File: config.mk
export PLATFORM = sky130hd
export DESIGN_NAME = tlp_rx_hdr_parser_flat
export DESIGN_NICKNAME = d
export VERILOG_FILES = /design/src/rtl/tlp_rx_hdr_parser_if.sv /design/src/rtl/tlp_rx_hdr_parser.sv /design/src/flat_wrapper.sv
export SDC_FILE = /design/constraint.sdc
export NUM_CORES = 1
export LEC_CHECK = 0
export ABC_AREA = 1
export CAP_MARGIN = 20
export CORE_AREA = 3 3 134 136
export CTS_BUF_LIST = sky130_fd_sc_hd__clkbuf_16
export DETAILED_ROUTE_END_ITERATION = 10
export DIE_AREA = 0 0 137 139
export PLACE_DENSITY = 0.8
export SETUP_SLACK_MARGIN = 0.4
export SYNTH_ARGS = -nofsm -noshare
export SYNTH_HDL_FRONTEND = slang
export SYNTH_SLANG_ARGS = --single-unit
File: constraint.sdc
create_clock -name clk -period 2.2 [get_ports clk]
set_input_delay 0.66 -clock clk [delete_from_list [all_inputs] [get_ports clk]]
set_output_delay 0.66 -clock clk [all_outputs]
set_load 0.005 [all_outputs]
File: src/rtl/tlp_rx_hdr_parser_if.sv
// ---------------------------------------------------------------------------
// tlp_rx_hdr_parser_if
//   Bundles every stream/handshake signal of the RX TLP header parser.
//   Signal groups:
//     input stream   : in_dw[31:0] (byte 0 in [31:24]), in_valid, in_sop, in_eop, in_ready
//     header output  : hdr_valid/hdr_ready plus decoded DW0..DW3 fields
//     payload stream : pl_dw[31:0], pl_valid, pl_last, pl_ready
//     errors         : err_malformed, err_tag (one-cycle pulses)
//   Modports:
//     master : the parser itself (drives in_ready, hdr_*, pl_*, err_*)
//     slave  : the surrounding logic (drives the input stream, hdr_ready, pl_ready)
// ---------------------------------------------------------------------------
interface tlp_rx_hdr_parser_if;
    logic [31:0] in_dw;
    logic        in_valid;
    logic        in_sop;
    logic        in_eop;
    logic        in_ready;

    logic        hdr_valid;
    logic        hdr_ready;
    logic [2:0]  hdr_fmt;
    logic [4:0]  hdr_type;
    logic [2:0]  hdr_tc;
    logic [2:0]  hdr_attr;
    logic        hdr_th;
    logic        hdr_td;
    logic        hdr_ep;
    logic [1:0]  hdr_at;
    logic [9:0]  hdr_length;
    logic [15:0] hdr_req_id;
    logic [9:0]  hdr_tag;
    logic [3:0]  hdr_first_be;
    logic [3:0]  hdr_last_be;
    logic [63:0] hdr_address;
    logic [15:0] hdr_cpl_id;
    logic [2:0]  hdr_cpl_status;
    logic        hdr_bcm;
    logic [11:0] hdr_byte_count;
    logic [6:0]  hdr_lower_addr;
    logic [7:0]  hdr_msg_code;

    logic [31:0] pl_dw;
    logic        pl_valid;
    logic        pl_last;
    logic        pl_ready;

    logic        err_malformed;
    logic        err_tag;

    modport master (
        input  in_dw, in_valid, in_sop, in_eop, hdr_ready, pl_ready,
        output in_ready, hdr_valid, hdr_fmt, hdr_type, hdr_tc, hdr_attr, hdr_th, hdr_td,
               hdr_ep, hdr_at, hdr_length, hdr_req_id, hdr_tag, hdr_first_be, hdr_last_be,
               hdr_address, hdr_cpl_id, hdr_cpl_status, hdr_bcm, hdr_byte_count,
               hdr_lower_addr, hdr_msg_code, pl_dw, pl_valid, pl_last, err_malformed, err_tag
    );

    modport slave (
        output in_dw, in_valid, in_sop, in_eop, hdr_ready, pl_ready,
        input  in_ready, hdr_valid, hdr_fmt, hdr_type, hdr_tc, hdr_attr, hdr_th, hdr_td,
               hdr_ep, hdr_at, hdr_length, hdr_req_id, hdr_tag, hdr_first_be, hdr_last_be,
               hdr_address, hdr_cpl_id, hdr_cpl_status, hdr_bcm, hdr_byte_count,
               hdr_lower_addr, hdr_msg_code, pl_dw, pl_valid, pl_last, err_malformed, err_tag
    );
endinterface

File: src/rtl/tlp_rx_hdr_parser.sv
// ---------------------------------------------------------------------------
// tlp_rx_hdr_parser
//   Receive-side TLP header parser. Takes a 32-bit DW stream framed by
//   sop/eop, captures DW0..DW3, presents the decoded header with a
//   valid/ready handshake, passes the payload through and drops the ECRC DW.
//   Ports:
//     clk    : clock
//     rst_n  : asynchronous active-low reset
//     bus    : tlp_rx_hdr_parser_if.master (input stream, header, payload, errors)
//   Parameters:
//     SUPPORT_10BIT_TAG : 0 -> T9/T8 must be zero (err_tag, forced 0 on output)
//     MAX_PAYLOAD_DW    : largest legal Length for TLPs carrying data
// ---------------------------------------------------------------------------
module tlp_rx_hdr_parser #(
    parameter bit SUPPORT_10BIT_TAG = 1'b0,
    parameter int MAX_PAYLOAD_DW    = 256
) (
    input logic               clk,
    input logic               rst_n,
    tlp_rx_hdr_parser_if.master bus
);

    typedef enum logic [2:0] {
        ST_IDLE,
        ST_HDR1,
        ST_HDR2,
        ST_HDR3,
        ST_HOLD,
        ST_PAYLOAD,
        ST_ECRC,
        ST_DROP
    } state_t;

    state_t      state_reg, state_next;
    logic [31:0] dw0_reg, dw0_next;
    logic [31:0] dw1_reg, dw1_next;
    logic [31:0] dw2_reg, dw2_next;
    logic [31:0] dw3_reg, dw3_next;
    logic [9:0]  cnt_reg, cnt_next;
    logic        drop_pend_reg, drop_pend_next;
    logic        err_mal_reg, err_mal_next;
    logic        err_tag_reg, err_tag_next;

    logic        in_ready_c;
    logic        xfer;
    logic        pl_valid_c;
    logic        pl_last_c;
    logic [31:0] pl_dw_c;

    // Decode of the latched DW0 that steers the sequence
    logic fmt_data, fmt_4dw, td_bit, tag_bad;
    assign fmt_data = dw0_reg[30];
    assign fmt_4dw  = dw0_reg[29];
    assign td_bit   = dw0_reg[15];
    assign tag_bad  = !SUPPORT_10BIT_TAG && (dw0_reg[23] | dw0_reg[19]);

    // Length check done on the incoming DW0 itself so an oversized TLP never
    // gets its header presented. Length 0 encodes 1024 DW.
    logic [10:0] in_len_dw;
    logic        in_len_bad;
    assign in_len_dw  = (bus.in_dw[9:0] == 10'd0) ? 11'd1024 : {1'b0, bus.in_dw[9:0]};
    assign in_len_bad = bus.in_dw[30] && (in_len_dw > 11'(MAX_PAYLOAD_DW));

    // Position of the current header/payload DW relative to the expected end
    logic hdr_last, hdr_exp_eop, cnt_last, pl_exp_eop;
    assign hdr_last    = ((state_reg == ST_HDR2) && !fmt_4dw) || (state_reg == ST_HDR3);
    assign hdr_exp_eop = hdr_last && !fmt_data && !td_bit;
    assign cnt_last    = (cnt_reg == 10'd1);
    assign pl_exp_eop  = cnt_last && !td_bit;

    // in_ready depends on state only (plus pl_ready in pass-through) and is
    // forced low while reset is held.
    always_comb begin
        in_ready_c = 1'b0;
        case (state_reg)
            ST_IDLE, ST_HDR1, ST_HDR2, ST_HDR3, ST_ECRC, ST_DROP: in_ready_c = 1'b1;
            ST_PAYLOAD: in_ready_c = bus.pl_ready;
            default:    in_ready_c = 1'b0;
        endcase
        in_ready_c = in_ready_c & rst_n;
    end

    assign xfer = bus.in_valid & in_ready_c;

    always_ff @(posedge clk or negedge rst_n) begin
        if (!rst_n) begin
            state_reg     <= ST_IDLE;
            dw0_reg       <= '0;
            dw1_reg       <= '0;
            dw2_reg       <= '0;
            dw3_reg       <= '0;
            cnt_reg       <= '0;
            drop_pend_reg <= 1'b0;
            err_mal_reg   <= 1'b0;
            err_tag_reg   <= 1'b0;
        end else begin
            state_reg     <= state_next;
            dw0_reg       <= dw0_next;
            dw1_reg       <= dw1_next;
            dw2_reg       <= dw2_next;
            dw3_reg       <= dw3_next;
            cnt_reg       <= cnt_next;
            drop_pend_reg <= drop_pend_next;
            err_mal_reg   <= err_mal_next;
            err_tag_reg   <= err_tag_next;
        end
    end

    always_comb begin
        state_next     = state_reg;
        dw0_next       = dw0_reg;
        dw1_next       = dw1_reg;
        dw2_next       = dw2_reg;
        dw3_next       = dw3_reg;
        cnt_next       = cnt_reg;
        drop_pend_next = drop_pend_reg;
        err_mal_next   = 1'b0;
        err_tag_next   = 1'b0;
        pl_valid_c     = 1'b0;
        pl_last_c      = 1'b0;
        pl_dw_c        = '0;

        case (state_reg)
            ST_IDLE: begin
                // Non-sop DWs here are leftovers of an aborted TLP: ignored.
                if (xfer && bus.in_sop) begin
                    dw0_next       = bus.in_dw;
                    dw1_next       = '0;
                    dw2_next       = '0;
                    dw3_next       = '0;
                    cnt_next       = bus.in_dw[9:0];
                    drop_pend_next = 1'b0;
                    if (bus.in_eop) begin
                        err_mal_next = 1'b1;
                    end else if (in_len_bad) begin
                        err_mal_next = 1'b1;
                        state_next   = ST_DROP;
                    end else begin
                        state_next   = ST_HDR1;
                    end
                end
            end

            ST_HDR1, ST_HDR2, ST_HDR3: begin
                if (xfer) begin
                    case (state_reg)
                        ST_HDR1: dw1_next = bus.in_dw;
                        ST_HDR2: dw2_next = bus.in_dw;
                        default: dw3_next = bus.in_dw;
                    endcase
                    if (bus.in_eop) begin
                        // eop closes the packet either way; only a clean
                        // end-of-header lets the header through.
                        if (hdr_exp_eop && !bus.in_sop) begin
                            state_next = ST_HOLD;
                        end else begin
                            err_mal_next = 1'b1;
                            state_next   = ST_IDLE;
                        end
                    end else if (bus.in_sop) begin
                        err_mal_next = 1'b1;
                        state_next   = ST_DROP;
                    end else if (hdr_last) begin
                        // Missing eop: still present the header, then drain
                        // the rest of the packet.
                        state_next = ST_HOLD;
                        if (hdr_exp_eop) begin
                            err_mal_next   = 1'b1;
                            drop_pend_next = 1'b1;
                        end
                    end else begin
                        state_next = (state_reg == ST_HDR1) ? ST_HDR2 : ST_HDR3;
                    end
                    if (state_next == ST_HOLD) begin
                        err_tag_next = tag_bad;
                    end
                end
            end

            ST_HOLD: begin
                if (bus.hdr_ready) begin
                    if (drop_pend_reg) begin
                        state_next = ST_DROP;
                    end else if (fmt_data) begin
                        state_next = ST_PAYLOAD;
                    end else if (td_bit) begin
                        state_next = ST_ECRC;
                    end else begin
                        state_next = ST_IDLE;
                    end
                end
            end

            ST_PAYLOAD: begin
                pl_valid_c = bus.in_valid;
                pl_dw_c    = bus.in_dw;
                pl_last_c  = cnt_last | bus.in_eop;
                if (xfer) begin
                    cnt_next = cnt_reg - 10'd1;
                    if (bus.in_eop) begin
                        err_mal_next = !pl_exp_eop || bus.in_sop;
                        state_next   = ST_IDLE;
                    end else if (bus.in_sop || pl_exp_eop) begin
                        err_mal_next = 1'b1;
                        state_next   = ST_DROP;
                    end else if (cnt_last) begin
                        state_next = ST_ECRC;
                    end
                end
            end

            ST_ECRC: begin
                if (xfer) begin
                    if (bus.in_eop) begin
                        err_mal_next = bus.in_sop;
                        state_next   = ST_IDLE;
                    end else begin
                        err_mal_next = 1'b1;
                        state_next   = ST_DROP;
                    end
                end
            end

            ST_DROP: begin
                if (xfer && bus.in_eop) begin
                    state_next = ST_IDLE;
                end
            end

            default: state_next = ST_IDLE;
        endcase
    end

    // Completions carry Requester ID / Tag in DW2 instead of DW1.
    logic is_cpl;
    assign is_cpl = (dw0_reg[28:25] == 4'b0101);

    assign bus.in_ready       = in_ready_c;
    assign bus.hdr_valid      = (state_reg == ST_HOLD);
    assign bus.hdr_fmt        = dw0_reg[31:29];
    assign bus.hdr_type       = dw0_reg[28:24];
    assign bus.hdr_tc         = dw0_reg[22:20];
    assign bus.hdr_attr       = {dw0_reg[18], dw0_reg[13:12]};
    assign bus.hdr_th         = dw0_reg[16];
    assign bus.hdr_td         = dw0_reg[15];
    assign bus.hdr_ep         = dw0_reg[14];
    assign bus.hdr_at         = dw0_reg[11:10];
    assign bus.hdr_length     = dw0_reg[9:0];
    assign bus.hdr_req_id     = is_cpl ? dw2_reg[31:16] : dw1_reg[31:16];
    assign bus.hdr_tag[7:0]   = is_cpl ? dw2_reg[15:8] : dw1_reg[15:8];
    assign bus.hdr_tag[9:8]   = SUPPORT_10BIT_TAG ? {dw0_reg[23], dw0_reg[19]} : 2'b00;
    assign bus.hdr_first_be   = dw1_reg[3:0];
    assign bus.hdr_last_be    = dw1_reg[7:4];
    assign bus.hdr_address    = fmt_4dw ? {dw2_reg, dw3_reg[31:2], 2'b00}
                                        : {32'b0, dw2_reg[31:2], 2'b00};
    assign bus.hdr_cpl_id     = dw1_reg[31:16];
    assign bus.hdr_cpl_status = dw1_reg[15:13];
    assign bus.hdr_bcm        = dw1_reg[12];
    assign bus.hdr_byte_count = dw1_reg[11:0];
    assign bus.hdr_lower_addr = dw2_reg[6:0];
    assign bus.hdr_msg_code   = dw1_reg[7:0];
    assign bus.pl_dw          = pl_dw_c;
    assign bus.pl_valid       = pl_valid_c;
    assign bus.pl_last        = pl_last_c;
    assign bus.err_malformed  = err_mal_reg;
    assign bus.err_tag        = err_tag_reg;

    // LN bit, the reserved bit below the Tag in completions and the low
    // address bits of DW3 carry no decoded meaning here.
    logic unused_bits;
    assign unused_bits = ^{dw0_reg[17], dw2_reg[7], dw3_reg[1:0]};

endmodule

File: src/flat_wrapper.sv
// flat-port wrapper written by rule: the top's interface ports become plain ports
module tlp_rx_hdr_parser_flat 
#(
    parameter bit SUPPORT_10BIT_TAG = 1'b0,
    parameter int MAX_PAYLOAD_DW    = 256
)
  (clk, rst_n, bus_in_dw, bus_in_valid, bus_in_sop, bus_in_eop, bus_hdr_ready, bus_pl_ready, bus_in_ready, bus_hdr_valid, bus_hdr_fmt, bus_hdr_type, bus_hdr_tc, bus_hdr_attr, bus_hdr_th, bus_hdr_td, bus_hdr_ep, bus_hdr_at, bus_hdr_length, bus_hdr_req_id, bus_hdr_tag, bus_hdr_first_be, bus_hdr_last_be, bus_hdr_address, bus_hdr_cpl_id, bus_hdr_cpl_status, bus_hdr_bcm, bus_hdr_byte_count, bus_hdr_lower_addr, bus_hdr_msg_code, bus_pl_dw, bus_pl_valid, bus_pl_last, bus_err_malformed, bus_err_tag);
  tlp_rx_hdr_parser_if bus_i ();
  input logic clk;
  input logic rst_n;
  input wire logic [$bits(bus_i.in_dw)-1:0] bus_in_dw;
  input wire logic [$bits(bus_i.in_valid)-1:0] bus_in_valid;
  input wire logic [$bits(bus_i.in_sop)-1:0] bus_in_sop;
  input wire logic [$bits(bus_i.in_eop)-1:0] bus_in_eop;
  input wire logic [$bits(bus_i.hdr_ready)-1:0] bus_hdr_ready;
  input wire logic [$bits(bus_i.pl_ready)-1:0] bus_pl_ready;
  output wire logic [$bits(bus_i.in_ready)-1:0] bus_in_ready;
  output wire logic [$bits(bus_i.hdr_valid)-1:0] bus_hdr_valid;
  output wire logic [$bits(bus_i.hdr_fmt)-1:0] bus_hdr_fmt;
  output wire logic [$bits(bus_i.hdr_type)-1:0] bus_hdr_type;
  output wire logic [$bits(bus_i.hdr_tc)-1:0] bus_hdr_tc;
  output wire logic [$bits(bus_i.hdr_attr)-1:0] bus_hdr_attr;
  output wire logic [$bits(bus_i.hdr_th)-1:0] bus_hdr_th;
  output wire logic [$bits(bus_i.hdr_td)-1:0] bus_hdr_td;
  output wire logic [$bits(bus_i.hdr_ep)-1:0] bus_hdr_ep;
  output wire logic [$bits(bus_i.hdr_at)-1:0] bus_hdr_at;
  output wire logic [$bits(bus_i.hdr_length)-1:0] bus_hdr_length;
  output wire logic [$bits(bus_i.hdr_req_id)-1:0] bus_hdr_req_id;
  output wire logic [$bits(bus_i.hdr_tag)-1:0] bus_hdr_tag;
  output wire logic [$bits(bus_i.hdr_first_be)-1:0] bus_hdr_first_be;
  output wire logic [$bits(bus_i.hdr_last_be)-1:0] bus_hdr_last_be;
  output wire logic [$bits(bus_i.hdr_address)-1:0] bus_hdr_address;
  output wire logic [$bits(bus_i.hdr_cpl_id)-1:0] bus_hdr_cpl_id;
  output wire logic [$bits(bus_i.hdr_cpl_status)-1:0] bus_hdr_cpl_status;
  output wire logic [$bits(bus_i.hdr_bcm)-1:0] bus_hdr_bcm;
  output wire logic [$bits(bus_i.hdr_byte_count)-1:0] bus_hdr_byte_count;
  output wire logic [$bits(bus_i.hdr_lower_addr)-1:0] bus_hdr_lower_addr;
  output wire logic [$bits(bus_i.hdr_msg_code)-1:0] bus_hdr_msg_code;
  output wire logic [$bits(bus_i.pl_dw)-1:0] bus_pl_dw;
  output wire logic [$bits(bus_i.pl_valid)-1:0] bus_pl_valid;
  output wire logic [$bits(bus_i.pl_last)-1:0] bus_pl_last;
  output wire logic [$bits(bus_i.err_malformed)-1:0] bus_err_malformed;
  output wire logic [$bits(bus_i.err_tag)-1:0] bus_err_tag;
  assign bus_i.in_dw = bus_in_dw;
  assign bus_i.in_valid = bus_in_valid;
  assign bus_i.in_sop = bus_in_sop;
  assign bus_i.in_eop = bus_in_eop;
  assign bus_i.hdr_ready = bus_hdr_ready;
  assign bus_i.pl_ready = bus_pl_ready;
  assign bus_in_ready = bus_i.in_ready;
  assign bus_hdr_valid = bus_i.hdr_valid;
  assign bus_hdr_fmt = bus_i.hdr_fmt;
  assign bus_hdr_type = bus_i.hdr_type;
  assign bus_hdr_tc = bus_i.hdr_tc;
  assign bus_hdr_attr = bus_i.hdr_attr;
  assign bus_hdr_th = bus_i.hdr_th;
  assign bus_hdr_td = bus_i.hdr_td;
  assign bus_hdr_ep = bus_i.hdr_ep;
  assign bus_hdr_at = bus_i.hdr_at;
  assign bus_hdr_length = bus_i.hdr_length;
  assign bus_hdr_req_id = bus_i.hdr_req_id;
  assign bus_hdr_tag = bus_i.hdr_tag;
  assign bus_hdr_first_be = bus_i.hdr_first_be;
  assign bus_hdr_last_be = bus_i.hdr_last_be;
  assign bus_hdr_address = bus_i.hdr_address;
  assign bus_hdr_cpl_id = bus_i.hdr_cpl_id;
  assign bus_hdr_cpl_status = bus_i.hdr_cpl_status;
  assign bus_hdr_bcm = bus_i.hdr_bcm;
  assign bus_hdr_byte_count = bus_i.hdr_byte_count;
  assign bus_hdr_lower_addr = bus_i.hdr_lower_addr;
  assign bus_hdr_msg_code = bus_i.hdr_msg_code;
  assign bus_pl_dw = bus_i.pl_dw;
  assign bus_pl_valid = bus_i.pl_valid;
  assign bus_pl_last = bus_i.pl_last;
  assign bus_err_malformed = bus_i.err_malformed;
  assign bus_err_tag = bus_i.err_tag;
  tlp_rx_hdr_parser #(.SUPPORT_10BIT_TAG(SUPPORT_10BIT_TAG), .MAX_PAYLOAD_DW(MAX_PAYLOAD_DW)) u_core (.clk(clk), .rst_n(rst_n), .bus(bus_i));
endmodule
After elaboration in Yosys (flattened, before gate mapping)
Index checks and enable logic that the tools add are counted.

Reductions and logical operators: 30. Eq/ne operators: 25. Bitwise operators: 4. Order comparisons: 1. Multiplexer cells: 69. Add/sub/neg operators: 1.

Operators with widths (count): 32-bit two-way mux (8); 32-bit one-hot mux with 2 select lines (3); 64-bit two-way mux (1); 3-bit two-way mux (21); 1-bit two-way mux (26); 10-bit two-way mux (2); 10-bit one-hot mux with 2 select lines (1); 2-bit by 1-bit != test with 1-bit output, second input constant (9); 3-bit one-hot mux with 6 select lines (1); 16-bit two-way mux (1); 3-bit equality test, second input constant (5); 4-bit AND reduction (3); 11-bit by 9-bit > comparator with 1-bit output, second input constant (1); 11-bit two-way mux (1); 10-bit by 1-bit equality test with 1-bit output, second input constant (1); 10-bit logical NOT (1); 2-bit != test, second input constant (5); 10-bit by 1-bit subtractor with 10-bit output, second input constant (1); 1-bit logical AND (8); 8-bit two-way mux (1); 8-bit AND reduction (1); 7-bit AND reduction (1); 3-bit by 2-bit equality test with 1-bit output, second input constant (2); 6-bit OR reduction (1); other kinds (15) (25).

Word-level logic and storage cells: 139. Bits in registers: 144. Output and inout port bits: 212. Bits of input ports: 39.

Depth between registers and ports, before layout
Depth after elaboration: 14. Mapped depth: 14. Mapped depth without buffers: 12.

Worst setup path before layout
OpenSTA, ideal clock, no wires.

Path type: register to output. Start: reg u_core.state_reg[2]. End: out bus_pl_dw[10]. Required time: 1540 ps. Arrival: 1277 ps. Stages on the path, launching flop included: 8. Path slack: 263 ps. Path buffers: 3. Cells stage by stage: dfrtp_1 buf_6 inv_8 nor2_4 nand2_1 buf_2 buf_1 nor2_1.

Cells in the longest elaborated chain, start to end: 2.

Ends and longest elaborated chain: start, declared (RTL line tlp_rx_hdr_parser.sv:34) `state_t state_reg, state_next;`; start signal, assigned (RTL line tlp_rx_hdr_parser.sv:97) `state_reg <= state_next;`; 3-bit equality test (RTL line tlp_rx_hdr_parser.sv:123) `case (state_reg)`; 32-bit two-way mux (RTL line tlp_rx_hdr_parser.sv:123); end, declared (RTL line flat_wrapper.sv:39) `output wire logic [$bits(bus_i.pl_dw)-1:0] bus_pl_dw;`.

Every way passes these cells.

Worst setup path in the final report
Start: reg u_core.dw0_reg[26]. End: out bus_hdr_req_id[7].

Cells in the longest elaborated chain, start to end: 2.

Ends and longest elaborated chain: start, declared (RTL line tlp_rx_hdr_parser.sv:35) `logic [31:0] dw0_reg, dw0_next;`; start signal, assigned (RTL line tlp_rx_hdr_parser.sv:98) `dw0_reg <= dw0_next;`; 4-bit by 3-bit equality test with 1-bit output (RTL line tlp_rx_hdr_parser.sv:236) `assign is_cpl = (dw0_reg[28:25] == 4'b0101);`; 16-bit two-way mux (RTL line tlp_rx_hdr_parser.sv:249) `assign bus.hdr_req_id = is_cpl ? dw2_reg[31:16] : dw1_reg[31:16];`; end, declared (RTL line flat_wrapper.sv:28) `output wire logic [$bits(bus_i.hdr_req_id)-1:0] bus_hdr_req_id;`.

Every way passes these cells.

==> reports/qor.json <==
{
  "r2r_slack_ps": -180,
  "setup_repair_after_global_routing_missed_its_margin": "yes",
  "r2r_cells": 16,
  "num-nets-final": 1576,
  "hold_path_class": "input pin to asynchronous set/reset pin",
  "critPathMaxFanout": 7,
  "critical_path.startpoint_type": "flip-flop",
  "power_report.internal_total_mw": 12.83,
  "seq_total_area_yosys_pct": 45.06,
  "first_pass_grt_wire_length_mm": 46.06,
  "postSynth.topFlopCell": "dfrtp_1",
  "synth.lib_cells_used.distinct": 35,
  "power_mw": 23.47,
  "remaining_drc_errors": 0,
  "layout_setup_ws_ps": -309.0,
  "p_sw_mw": 10.64,
  "ant_nets": 0,
  "i_o_pin_total": 251,
  "core_box_area_sq_um": 17060,
  "path_class": "flip-flop to output pin",
  "area_delta_synth_final_pct": 97.80,
  "async_reset_ff_share_pct": 100.0,
  "clock-sinks": 141,
  "grt-busiest-layer": "met2",
  "clk_path_buf_depth": 2,
  "wire_per_inst_um": 25.90,
  "grt_util_all_layers_pct": 30.98,
  "placed_cells_incl_taps": 1557,
  "ys_warn_count": 0,
  "final_setup_viols": 240,
  "yosys_register_bits": 141,
  "die-width_um": 137,
  "worstReg2RegEnd": "u_core.cnt_reg[5]",
  "finalWeightedCongestion": 0.8773,
  "routed_wl_mm": 45.96,
  "chipHeight_um": 139,
  "starting_density_of_the_core_pct": 45.91,
  "yosys-top-cells-area": "dfrtp_1 (45%), nand2_1 (21%), o21ai_0 (7.1%)",
  "worstMarginPinSlew_ps": 795.7,
  "globalRouteMet3Util_pct": 7.148,
  "gr_overflow_total": 0,
  "power.leakage_nw": 9.206,
  "clk_latency_ps": 460,
  "drt-initial-drc-count": 1120,
  "yosysTopAreaCellShare_pct": 45.06,
  "post_synth_inst_count": 1094,
  "use_met1_pct": 36.23,
  "worst-endpoint-required_ps": 1540,
  "max_cap_violations": 0,
  "report.final.hold_viol_count": 0,
  "netlist_area_sq_um": 7831,
  "clk_pin_slew_worst_paths_ps": 70,
  "arrival_time_at_the_worst_endpoint_ps": 1850,
  "maxClockFrequency_ghz": 0.3986,
  "synth_area_leader_cell": "dfrtp_1",
  "post_route_cells_drive_above_1_share_pct": 56.78,
  "first_pass_iters": 5,
  "power.combinational.fraction_pct": 65.0,
  "clock_tree_from_tritoncts": "yes",
  "syn_area_per_cell_sq_um": 7.158,
  "share_of_power_burned_in_registers_pct": 22.1,
  "grt_util_met2_pct": 53.32,
  "power_switching_share_pct": 45.32,
  "routed-via-count": 10579,
  "final_period_minus_worst_setup_slack_ps": 2509,
  "hpwl_mm": 17.62,
  "cts_inserted_buffers": 17,
  "max-vdd-ir-drop_mv": 0.8502,
  "regToRegStartpoint": "u_core.state_reg[2]",
  "vias_in_the_first_global_route": 8793,
  "cts_root_buf": "clkbuf_16",
  "grt_antenna_before_repair": 1,
  "die_area_sq_um": 19040,
  "slew_headroom_pct": 46.95,
  "pre_cts_slack_ps": -403.1,
  "port-buffer-count": 246,
  "detail_route.vias_per_cell": 5.960,
  "grt_start_max_net_pins": 86,
  "rows": 48,
  "endpoint_kind": "output pin",
  "power_density_nw_per_um2": 1515,
  "clockPowerShare_pct": 13.0,
  "timing.final.max_slew_violations": 0,
  "run_status": "finished with violations",
  "final_cells": 1775,
  "failed_checks": "setup timing",
  "synth-edff-count": 0,
  "cts_max_level": 4,
  "final.period_utilization_pct": 114.0,
  "final_skew_ps": 16.63
}
==> cell type report <==
| class | count | area [sq um] |
|---|---|---|
| fill | 575 | 1567 |
| tap | 225 | 281.5 |
| inverter | 126 | 496.7 |
| antenna | 2 | 5.005 |
| clock buffer | 17 | 425.4 |
| sequential | 141 | 3551 |
| timing repair buffer | 524 | 5660 |
| multi-input combinational | 725 | 4908 |
| clock inverter | 15 | 161.4 |
==> how the worst max path moves through the flow <==
stage                        start             endpoint  depth (start not counted)
3_3_place_gp          bus_pl_ready         bus_in_ready                          4
3_5_place_dp          bus_pl_ready         bus_in_ready                          4
5_1_grt         u_core.dw0_reg[26]       bus_hdr_tag[7]                          6
6_report        u_core.dw0_reg[26]    bus_hdr_req_id[7]                          7
2_1_floorplan   u_core.dw0_reg[29]  bus_hdr_address[43]                          5
4_1_cts        u_core.state_reg[2]        bus_pl_dw[30]                          7
==> layout by cell type (no fill, tap or decap), types with 21 or more instances in the layout <==
cell             netlist  layout
nand2_1              428     200
dfrtp_1              141     123
nand2_2               12     121
buf_4                 58     118
nand2_4                0     117
buf_6                  3     110
buf_2                 14      98
inv_1                121      88
o21ai_2               16      82
dlymetal6s2s_1         0      65
nor2_1                94      53
clkdlybuf4s50_1        0      36
inv_2                  4      33
buf_12                 0      33
nor2_4                 5      32
clkbuf_16              0      32
o21ai_1                4      28
nand3_1               23      21
==> cell usage after synthesis, types with 5 or more instances <==
master,n
a21oi_1,6
buf_2,14
buf_4,58
clkbuf_1,23
dfrtp_1,141
inv_1,121
nand2_1,428
nand2_2,12
nand3_1,23
nor2_1,94
nor2_4,5
o21ai_0,111
o21ai_2,16
==> metal layers <==
metal / wire, um / vias to the layer above
met4: 4639 / 0
met3: 5533 / 421
met1: 14220 / 4963
li1: - / 4195
met2: 21570 / 1000
met5: 0 / -
==> what timing repair did <==
action                     4_1_cts  5_1_grt
hold buffers                     0        0
cloned                          18       23
gates resized for setup        801      607
setup buffers                   69       74
setup endpoints to repair      348      340
pin swaps                       55       59
==> stage by stage <==
step           area (sq um)  hold slack (ps)  utilization (%)  setup TNS, ps
6_report              15490            438.2            90.82         -24560
5_1_grt               15490            471.9            90.80         -35490
4_1_cts               12590            454.7            73.84          -7256
3_5_place_dp          10860            458.5            63.70         -37000
3_3_place_gp          10860            454.3            63.70         -32890
2_1_floorplan          7925            364.4                -              0
==> worst max-delay path, stage by stage, from the launching register on <==
cell and delay, ps:
dfrtp_1 410, nor2_2 170, nand3_4 140, buf_6 180, clkbuf_16 170, nand2_1 90
o21ai_1 90, buf_2 150
==> cell families after synthesis <==
group                      synth area share, %
and+or+nand+nor                          29.00
buffers and inverters                    14.95
AOI/OAI and AO/OA                        10.51
DFF                                      45.06
adders and majority gates               0.3195
xor gates and xnor gates                0.1119
other                                  0.04789
==> power groups by stage <==
stage / clock [mW] / sequential, mW / combinational, mW
4_1_cts: 2.91 / 4.69 / 10.6
6_report: 3.04 / 5.18 / 15.2
3_5_place_dp: 0 / 4.60 / 8.58
3_3_place_gp: 0 / 4.56 / 8.41
5_1_grt: 3.11 / 5.25 / 15.8
2_1_floorplan: 0 / 4.39 / 4.40
No activity file was read; power rests on OpenSTA's default activity.
